===== src/rtl/pipeline_defs.sv =====
// Shared definitions for the decode/operand-collect stage and its neighbours.
//   state_e     : collector FSM state encoding
//   len_e       : opcode length class (number of immediate bytes)
//   NOP_OPCODE_C: bubble opcode, also used by stage 2
package pipeline_defs;

    typedef enum logic [1:0] {
        S_OPCODE = 2'd0,
        S_LO     = 2'd1,
        S_HI     = 2'd2
    } state_e;

    typedef enum logic [1:0] {
        LEN0 = 2'd0,
        LEN1 = 2'd1,
        LEN2 = 2'd2
    } len_e;

    localparam logic [7:0] NOP_OPCODE_C = 8'h00;

endpackage


===== src/rtl/pipe_opcode_len.sv =====
// Opcode -> operand-count decoder. Purely combinational and kept separate so
// the class table can become a ROM without touching the collector FSM.
// Ports:
//   opcode_i : opcode byte
//   len_o    : length class (LEN0 / LEN1 / LEN2)
module pipe_opcode_len
    import pipeline_defs::*;
(
    input  logic [7:0] opcode_i,
    output len_e       len_o
);

    always_comb begin
        len_o = LEN0;
        unique case (opcode_i[7:6])
            2'b01:   len_o = LEN1;
            2'b10:   len_o = LEN2;
            default: len_o = LEN0;
        endcase
    end

endmodule


===== src/rtl/pipeline_stage1.sv =====
// Decode/operand-collect stage between fetch and stage 2. Collects an opcode
// and its 0..2 immediate bytes, then issues them atomically on PipeOut/Imm.
// Ports:
//   ClockIn, Reset (async, active-high)
//   FetchByte/FetchValid/FetchReady : byte stream from fetch
//   Stall : stage 2 busy, freeze everything
//   Flush : drop partial instruction and pending output
//   PipeOut/PipeValid/Imm : registered issue to stage 2
//   InstrCount : issued-instruction counter (wraps)
//   Busy : a partial instruction is being collected
module pipeline_stage1
    import pipeline_defs::*;
#(
    parameter logic [7:0]  NOP_OPCODE = NOP_OPCODE_C,
    parameter int unsigned COUNT_W    = 16
) (
    input  logic               ClockIn,
    input  logic               Reset,
    input  logic [7:0]         FetchByte,
    input  logic               FetchValid,
    output logic               FetchReady,
    input  logic               Stall,
    input  logic               Flush,
    output logic [7:0]         PipeOut,
    output logic               PipeValid,
    output logic [15:0]        Imm,
    output logic [COUNT_W-1:0] InstrCount,
    output logic               Busy
);

    state_e             state_q, state_d;
    logic [7:0]         opcode_q, opcode_d;
    logic [7:0]         lo_q, lo_d;
    logic [7:0]         pipe_out_q, pipe_out_d;
    logic               pipe_valid_q, pipe_valid_d;
    logic [15:0]        imm_q, imm_d;
    logic [COUNT_W-1:0] count_q, count_d;

    logic [7:0] dec_op;
    len_e       len;

    // In S_OPCODE the incoming byte is the opcode; afterwards use the latched one.
    assign dec_op = (state_q == S_OPCODE) ? FetchByte : opcode_q;

    pipe_opcode_len u_opcode_len (
        .opcode_i (dec_op),
        .len_o    (len)
    );

    assign FetchReady = !Stall && !Reset;
    assign PipeOut    = pipe_out_q;
    assign PipeValid  = pipe_valid_q;
    assign Imm        = imm_q;
    assign InstrCount = count_q;
    assign Busy       = (state_q != S_OPCODE);

    always_comb begin
        state_d      = state_q;
        opcode_d     = opcode_q;
        lo_d         = lo_q;
        pipe_out_d   = pipe_out_q;
        pipe_valid_d = pipe_valid_q;
        imm_d        = imm_q;
        count_d      = count_q;

        if (Flush) begin
            // Flush beats Stall; the byte on this cycle is dropped.
            state_d      = S_OPCODE;
            pipe_out_d   = NOP_OPCODE;
            pipe_valid_d = 1'b0;
        end else if (!Stall) begin
            pipe_out_d   = NOP_OPCODE;
            pipe_valid_d = 1'b0;
            if (FetchValid) begin
                unique case (state_q)
                    S_OPCODE: begin
                        if (len == LEN0) begin
                            pipe_out_d   = FetchByte;
                            pipe_valid_d = 1'b1;
                            imm_d        = 16'h0000;
                            count_d      = count_q + COUNT_W'(1);
                        end else begin
                            opcode_d = FetchByte;
                            state_d  = S_LO;
                        end
                    end
                    S_LO: begin
                        if (len == LEN2) begin
                            lo_d    = FetchByte;
                            state_d = S_HI;
                        end else begin
                            pipe_out_d   = opcode_q;
                            pipe_valid_d = 1'b1;
                            imm_d        = {8'h00, FetchByte};
                            count_d      = count_q + COUNT_W'(1);
                            state_d      = S_OPCODE;
                        end
                    end
                    S_HI: begin
                        pipe_out_d   = opcode_q;
                        pipe_valid_d = 1'b1;
                        imm_d        = {FetchByte, lo_q};
                        count_d      = count_q + COUNT_W'(1);
                        state_d      = S_OPCODE;
                    end
                    default: state_d = S_OPCODE;
                endcase
            end
        end
    end

    always_ff @(posedge ClockIn or posedge Reset) begin
        if (Reset) begin
            state_q      <= S_OPCODE;
            opcode_q     <= 8'h00;
            lo_q         <= 8'h00;
            pipe_out_q   <= NOP_OPCODE;
            pipe_valid_q <= 1'b0;
            imm_q        <= 16'h0000;
            count_q      <= '0;
        end else begin
            state_q      <= state_d;
            opcode_q     <= opcode_d;
            lo_q         <= lo_d;
            pipe_out_q   <= pipe_out_d;
            pipe_valid_q <= pipe_valid_d;
            imm_q        <= imm_d;
            count_q      <= count_d;
        end
    end

endmodule

===== config.mk =====
export PLATFORM = sky130hd
export DESIGN_NAME = pipeline_stage1
export DESIGN_NICKNAME = d
export VERILOG_FILES = /design/src/rtl/pipeline_defs.sv /design/src/rtl/pipe_opcode_len.sv /design/src/rtl/pipeline_stage1.sv
export SDC_FILE = /design/constraint.sdc
export NUM_CORES = 1
export LEC_CHECK = 0
export BUFFER_PORTS_ARGS = -buffer_cell sky130_fd_sc_hd__buf_2
export CAP_MARGIN = 10
export CORE_UTILIZATION = 50
export DETAILED_ROUTE_END_ITERATION = 7
export PLACE_DENSITY_LB_ADDON = 0.15
export SYNTH_ARGS = -nofsm -noshare
export SYNTH_HDL_FRONTEND = slang
export SYNTH_SLANG_ARGS = --single-unit

===== constraint.sdc =====
create_clock -name ClockIn -period 2.72 [get_ports ClockIn]
set_input_delay 0.136 -clock ClockIn [delete_from_list [all_inputs] [get_ports ClockIn]]
set_output_delay 0.136 -clock ClockIn [all_outputs]
set_load 0.005 [all_outputs]

# Word level (Yosys, flattened, before mapping)
# Index checks and enable logic that the tools add are counted.
# Widths: inputs -> output; s select.
# totals
elab_cells	58
regBits	59
input_bits	13
output_inout_bits	43
# op_classes
n_eq_ne	9
add_sub_neg	1
bitwise_logic	3
n_reduce_logical	12
muxes	26
# ops
operator	n
$pmux 16 s3	2
$mux 16	4
$mux 8	6
$pmux 8 s3	1
$add 16x1->16 const B	1
$mux 2	5
$reduce_and 5->1	2
$pmux 2 s2	2
$eq 2x2->1 const B	3
$reduce_and 6->1	1
$mux 1	5
$eq 2x1->1 const B	2
$logic_not 2->1	2
$ne 2x1->1 const B	2
$reduce_bool 2->1	2
$ne 3x3->1 const B	1
$not 1->1	3
$pmux 1 s3	1
$reduce_and 3->1	1
$reduce_bool 3->1	1
$logic_not 1->1	2
$ne 2x2->1 const B	1
$logic_and 1x1->1	1

# Longest topological paths before layout
# Gate-level depths: netlist (run 1).
# logic_depth
word_depth	10
depth_mapped	10
ltp_nobuf	8

# By module
# Synthesis (run 1) repeated with hierarchy kept, for this count alone.
# hier_totals
cells_unflattened	260
area_unflattened_um2	2834.0
# modules_own_cells
module	cells_per_inst	area_per_inst_um2	seq_area_each_um2	instances
pipeline_stage1	258	2819.0	1476.4	1
pipe_opcode_len	2	15.0	0.0	1

# Worst setup path before layout (run 1)
# OpenSTA, ideal clock, no wires.
# synth_timing
kind	reg-to-reg
start	reg state_q[0]
end	reg count_q[1], in the netlist InstrCount[1]
synth_period_minus_slack_ns	2.360
required_time_ns	2.655
path_stages_with_launch	11
setup_slack_ns	0.360
setup_time_ns	0.065
n_path_buf	2
t_arrival_ns	2.295
cell_sequence	dfrtp_1 inv_1 ha_1 mux2_2 ha_1 nor2b_1 a211o_1 buf_2 buf_2 nand2_1 nand2_1
# synth_via
elab_chain_len	7
elab_cells_between_ends	14
classes_between	eq/ne: 7; mux: 3; reduce/logical: 4
# synth_lines
item	line	text
start, declared	pipeline_stage1.sv:31	state_e state_q, state_d;
start signal, assigned	pipeline_stage1.sv:122	state_q <= state_d;
$logic_not 2->1	pipeline_stage1.sv:43, pipeline_stage1.sv:75	
$mux 8	pipeline_stage1.sv:43	assign dec_op = (state_q == S_OPCODE) ? FetchByte : opcode_q;
$eq 2x2->1 / $eq 2x1->1 (equally long branches)	pipe_opcode_len.sv:15	unique case (opcode_i[7:6])
$pmux 2 s2	pipe_opcode_len.sv:15	
$eq 2x2->1 / $logic_not 2->1 (equally long branches)	pipeline_stage1.sv:88, pipeline_stage1.sv:77	
$ne 2x2->1 (no source line) / $ne 2x1->1 (equally long branches)	n/a	
$reduce_and 6->1 (no source line)	n/a	
end signal, assigned	pipeline_stage1.sv:128	count_q <= count_d;
end, declared	pipeline_stage1.sv:37	logic [COUNT_W-1:0] count_q, count_d;
# Several ways; a longest one is shown, not always the timed one.
# A chain may end at the register's enable or synchronous reset.

# Worst setup path after layout (run 1)
# layout_timing
start	reg state_q[0]
end	reg opcode_q[7]
# layout_via
elab_chain_len	7
elab_cells_between_ends	8
classes_between	eq/ne: 2; mux: 2; bitwise: 1; reduce/logical: 3
# layout_lines
item	line	text
$logic_not 2->1 *	pipeline_stage1.sv:43, pipeline_stage1.sv:75	
$mux 8	pipeline_stage1.sv:43	
$eq 2x2->1 / $eq 2x1->1 (equally long branches)	pipe_opcode_len.sv:15	
$pmux 2 s2	pipe_opcode_len.sv:15	
$logic_not 2->1	pipeline_stage1.sv:77	if (len == LEN0) begin
$not 1->1 (no source line)	n/a	
$reduce_and 5->1 (no source line) *	n/a	
end signal, assigned	pipeline_stage1.sv:123	opcode_q <= opcode_d;
end, declared	pipeline_stage1.sv:32	logic [7:0] opcode_q, opcode_d;
# Every way passes the cells marked *; elsewhere a longest branch is shown, timed or not.

==> reports/qor.csv, run 1 <==
stage;metric;value;unit
global_routing;global-route wire length before repair;8760;um
setup_path;critical-path cell list;inv_1, ha_1, mux2_2, ha_1, nor2b_1, nand2_1, mux2_2;
logic_synthesis;Yosys reg bits;59;
setup_path;CP max FO;8;
finish;ratio of cells with drive above 1 in the final layout;0.313;
setup_path;delay-heaviest family, CP;multiplexers;
logic_synthesis;main area contributors after synthesis;dfrtp_1 (55%), mux2_2 (7.1%), nand2_1 (7.0%);
logic_synthesis;Mapped Nets;268;
power_and_ir_drop;Max VDD drop;0.000380;V
routing;wire per inst;14.3;um
setup_path;worst reg-to-reg setup slack;0.21;ns
routing;DR vias;2005;
logic_synthesis;number of distinct library cells after synthesis;34;
routing;Iteration-0 DRC Markers;77;
routing;# DRC;0;
timing;worst relative slew slack;0.496;
routing;Routed WL;5470;um
finish;Ant. Diodes;0;
finish;nets;328;
global_routing;initial antenna violation count;0;
power_and_ir_drop;P per Cell Area;640;nW/um2
setup_path;startpoint type of the worst setup path;register;
cts;root buffer cell;clkbuf_8;
timing;Final min period;2.51;ns
logic_synthesis;count leader, synth;dfrtp_1;
flow_run;maxcap violations;0;
timing;final setup vio count;0;
global_routing;number of global-route vias before repair;1888;
setup_path;Worst path max stage delay;0.41;ns
cts;Post-CTS Setup Repair Bufs;0;
die;Die Ht;75.3;um
power_and_ir_drop;total power;0.00205;W
logic_synthesis;share of the synthesized area in the top cell type;0.549;
timing;worst slew pin tran;0.755;ns
status;status;complete, no violations;
die;Starting Density;0.523;
timing;setup TNS;0;ns
setup_path;Worst Path Buf+Inv;1;
logic_synthesis;Post-synth EDFFs;0;
placed_design;hpwl dp;3860;um
setup_path;crit path kind;reg2reg;
cts;CTS buffer count;9;
die;core footprint;5140;um2
logic_synthesis;Post-Syn Area;2690;um2
logic_synthesis;top cell type by total area after synthesis;dfrtp_1;
timing;Pins Over Slew Limit;0;
logic_synthesis;ys async rst share;1.00;
timing;Final Cycle Share;0.921;
timing;fin worst setup slack;0.215;ns
cts;Hold Buf Count CTS;1;
cts;PostCTS Resize Cnt;0;
routing;drt pass-1 iters;4;
routing;ANT nets after route;0;
timing;fmax;399;MHz
worst_hold_path;Hold Path Class;in2reg;
global_routing;GRT Util Overall;0.215;
placed_design;Place WS;0.248;ns
setup_path;Critical Path RT;2.95;ns
cts;number of H-tree levels;3;
logic_synthesis;Post-Syn Instances;248;
placed_design;number of port buffers;55;
die;I/O pins;56;
setup_path;Worst Setup End Kind;register;
timing;Clock Skew;0.00934;ns
global_routing;gr ovfl total;0;
cts;clock sinks;59;
logic_synthesis;register area share after synthesis;0.549;
routing;vias per cell;5.23;
global_routing;largest net degree at the start of global routing;37;
die;row count;26;
finish;Fillers;463;
logic_synthesis;Post-synth top cells;dfrtp_1 (59), nand2_1 (50), nand3_1 (22);
setup_path;Worst EP arrival;2.73;ns
logic_synthesis;Synth Flop Type;dfrtp_1;
die;die footprint;5670;um2
cts;clk buf depth;2;
cts;Reg clk slew, reported paths;0.07;ns
finish;Area Overhead vs Synth;19.3;%
timing;Min Hold Slack;0.00891;ns
logic_synthesis;syn avg cell area;10.8;um2
die;DIE WIDTH;75.3;um
power_and_ir_drop;Leak;1.70;nW
timing;RSZ-0062 raised after global routing;no;
setup_path;Critical Path Slowest Stage Cell;dfrtp_1;
timing;Fin. Hold Viols;0;
logic_synthesis;Yosys warnings;0;
cts;CTS tree;built;
cts;latest clock arrival within the worst-skew pair;0.34;ns
placed_design;GP Congestion;0.743;
[per-layer routing]
layer	vias up	global-route usage	wire [um]
li1	987	-	-
met1	971	0.278	2570
met2	38	0.334	2580
met3	9	0.0608	220
met4	0	0.105	106
met5	-	0	0
[final cells by class]
class	instances	area, um2	share of cell area
clock buffers	11	141	0.0441
multi-input cells	171	1120	0.350
inverters	5	18.8	0.00585
well taps	70	87.6	0.0273
repair buffers	62	330	0.103
flip-flops and latches	59	1480	0.461
clock inverters	5	28.8	0.00898
[per-stage QoR]
| step | utilization | cell area, um2 | std cells |
|---|---|---|---|
| detailed placement | 0.589 | 3030 | 366 |
| global route | 0.624 | 3210 | 383 |
| CTS | 0.624 | 3210 | 383 |
| finish | 0.624 | 3210 | 383 |
| floorplan | - | 2690 | 248 |
| global placement | 0.589 | 3030 | 366 |
[kinds of logic after synthesis]
kind of cell | count (synthesis) | share of synthesized area
xor gates and xnor gates | 15 | 0.0489
AOI/OAI and AO/OA | 31 | 0.0857
and+or+nand+nor | 100 | 0.176
DFF | 59 | 0.549
adders and majority gates | 7 | 0.0326
muxes | 18 | 0.0750
buffers and inverters | 18 | 0.0331
[report_power, final]
group          internal [W]  leakage (nW)  switching, W
Combinational      0.000147         0.808      0.000160
Clock              0.000350        0.0928      0.000340
Sequential         0.000980         0.797     0.0000752
[flip-flops by register name (all words and copies together) (netlist names)]
signal / count
PipeValid: 1
opcode_q: 8
lo_q: 8
state_q: 2
InstrCount: 16
Imm: 16
PipeOut: 8
[placed cells by master, fill, tap and decap left out, types with 2 or more instances in the layout]
master / synthesis / routed
buf_4: 1 / 6
and3_1: 2 / 2
nand2_1: 50 / 50
mux2_2: 17 / 17
nand3_1: 22 / 22
nor2b_1: 2 / 2
xor2_1: 5 / 5
clkinv_2: 0 / 4
o21ai_0: 10 / 10
clkbuf_8: 0 / 10
xnor2_1: 10 / 10
dfrtp_1: 59 / 59
a22o_1: 8 / 8
a22oi_1: 8 / 8
nor2_1: 8 / 8
inv_1: 5 / 4
nand4_1: 7 / 7
buf_2: 2 / 55
nor4_1: 2 / 2
ha_1: 7 / 7
[worst paths after layout]
path                             endpoint      startpoint  cells past startpoint
min                            state_q[0]           Flush                      2
max in group asynchronous         Imm[13]           Reset                      4
min reg2reg                InstrCount[15]  InstrCount[15]                      1
max reg2reg                   opcode_q[7]      state_q[0]                      7
min in group asynchronous      PipeOut[7]           Reset                      3
max                           opcode_q[7]      state_q[0]                      7
Power figures use the tool's default switching activity.
==> run 2, diff against run 1 <==
--- a/config.mk
+++ b/config.mk
@@ -7,7 +7,7 @@
 export LEC_CHECK = 0
 export BUFFER_PORTS_ARGS = -buffer_cell sky130_fd_sc_hd__buf_2
 export CAP_MARGIN = 10
-export CORE_UTILIZATION = 50
+export CORE_UTILIZATION = 35
 export DETAILED_ROUTE_END_ITERATION = 7
 export PLACE_DENSITY_LB_ADDON = 0.15
 export SYNTH_ARGS = -nofsm -noshare
==> reports/qor.csv, run 2 (synthesis results as in run 1) <==
stage;metric;value;unit
routing;Routed WL;5790;um
routing;drt pass-1 iters;4;
cts;Post-CTS Setup Repair Bufs;0;
placed_design;GP Congestion;0.730;
placed_design;area post-placement;3050;um2
finish;register area;1480;um2
setup_path;Register-to-Register Path Depth;8;
timing;Fin. Hold Viols;0;
cts;Hold Buf Count CTS;0;
die;DIE WIDTH;89.6;um
status;status;complete, no violations;
setup_path;worst reg-to-reg setup slack;0.24;ns
cts;latest clock arrival within the worst-skew pair;0.33;ns
timing;final setup vio count;0;
cts;PostCTS Resize Cnt;0;
finish;area of the multi-input gates;1120;um2
routing;DR vias;1984;
timing;Clock Skew;0.00545;ns
finish;ratio of cells with drive above 1 in the final layout;0.311;
cts;clock sinks;59;
finish;Ant. Diodes;0;
cts;CTS tree;built;
setup_path;startpoint type of the worst setup path;register;
global_routing;gr ovfl total;0;
setup_path;Critical Path RT;2.98;ns
die;row count;31;
routing;Iteration-0 DRC Markers;128;
routing;ANT nets after route;0;
timing;Final Cycle Share;0.912;
global_routing;global-route wire length before repair;9760;um
worst_hold_path;Hold Path Class;in2async;
routing;vias per cell;4.86;
global_routing;number of global-route vias before repair;2004;
setup_path;Worst Setup End Kind;register;
timing;fmax;403;MHz
global_routing;GRT Util Overall;0.166;
die;Starting Density;0.367;
cts;clk buf depth;2;
finish;most frequent cells in the layout;dfrtp_1 (59), buf_2 (55), nand2_1 (50), nand3_1 (22), mux2_2 (17);
timing;Pins Over Slew Limit;0;
timing;RSZ-0062 raised after global routing;no;
routing;# DRC;0;
timing;Final min period;2.48;ns
setup_path;Worst R2R End;InstrCount[10];
power_and_ir_drop;Leak;1.69;nW
setup_path;RR Startpoint;state_q[1];
placed_design;number of port buffers;55;
finish;post-layout util;0.440;
timing;Min Hold Slack;0.00816;ns
global_routing;initial antenna violation count;0;
setup_path;CP max FO;6;
die;die footprint;8030;um2
power_and_ir_drop;Max VDD drop;0.000341;V
die;Die Ht;89.6;um
setup_path;crit path kind;reg2reg;
routing;wire per inst;14.2;um
finish;most common cell after layout, fill and taps aside;dfrtp_1;
cts;number of H-tree levels;3;
cts;Reg clk slew, reported paths;0.06;ns
finish;Final Cell Area;3230;um2
die;core footprint;7330;um2
cts;root buffer cell;clkbuf_8;
global_routing;largest net degree at the start of global routing;60;
power_and_ir_drop;total power;0.00208;W
finish;Area Overhead vs Synth;20.1;%
placed_design;hpwl dp;4120;um
finish;Fillers;743;
setup_path;Worst EP arrival;2.74;ns
finish;nets;325;
flow_run;maxcap violations;0;
cts;CTS buffer count;9;
power_and_ir_drop;P per Cell Area;644;nW/um2
die;I/O pins;56;
timing;worst relative slew slack;0.509;
timing;setup TNS;0;ns
timing;worst slew pin tran;0.737;ns
[run 2: per-layer routing]
metal / global-route usage / wire length, um / vias to the layer above
met5: 0 / 0 / -
met4: 0.0476 / 70 / 0
met3: 0.0667 / 260 / 7
met2: 0.273 / 2860 / 45
met1: 0.201 / 2600 / 965
li1: - / - / 967
[run 2: critical path, cell delays in order, from the launching register on]
cell and delay, ns:
dfrtp_1 0.40, inv_1 0.13, ha_1 0.26, mux2_2 0.36, ha_1 0.30, nor2b_2 0.07
a211o_1 0.33, nor4_1 0.38, xor2_1 0.18
[run 2: how the worst max path moves through the flow]
stage / startpoint / endpoint / depth (start not counted)
after floorplan: state_q[0] / InstrCount[1] / 10
after global placement: state_q[0] / InstrCount[0] / 8
after detailed placement: state_q[1] / opcode_q[5] / 7
after CTS: state_q[1] / opcode_q[5] / 7
after global routing: state_q[1] / InstrCount[10] / 8
final: state_q[1] / InstrCount[10] / 8
[run 2: per-stage QoR]
step	setup WS (ns)	instances
floorplan	0.360	248
global placement	0.295	393
detailed placement	0.211	393
CTS	0.199	408
global route	0.0154	408
finish	0.240	408
[run 2: final cells by class]
cell class | instances | share of cell area
clock buffer | 13 | 0.0523
tap | 99 | 0.0384
multi-input combinational | 171 | 0.348
timing repair buffer | 59 | 0.0946
inverter | 5 | 0.00581
sequential | 59 | 0.457
clock inverter | 2 | 0.00310
[run 2: report_power, final]
group	total (W)	internal (W)	switching [W]	leakage [nW]
combinational	0.000303	0.000145	0.000159	0.795
sequential	0.00105	0.000980	0.0000747	0.797
clock	0.000720	0.000397	0.000323	0.0953
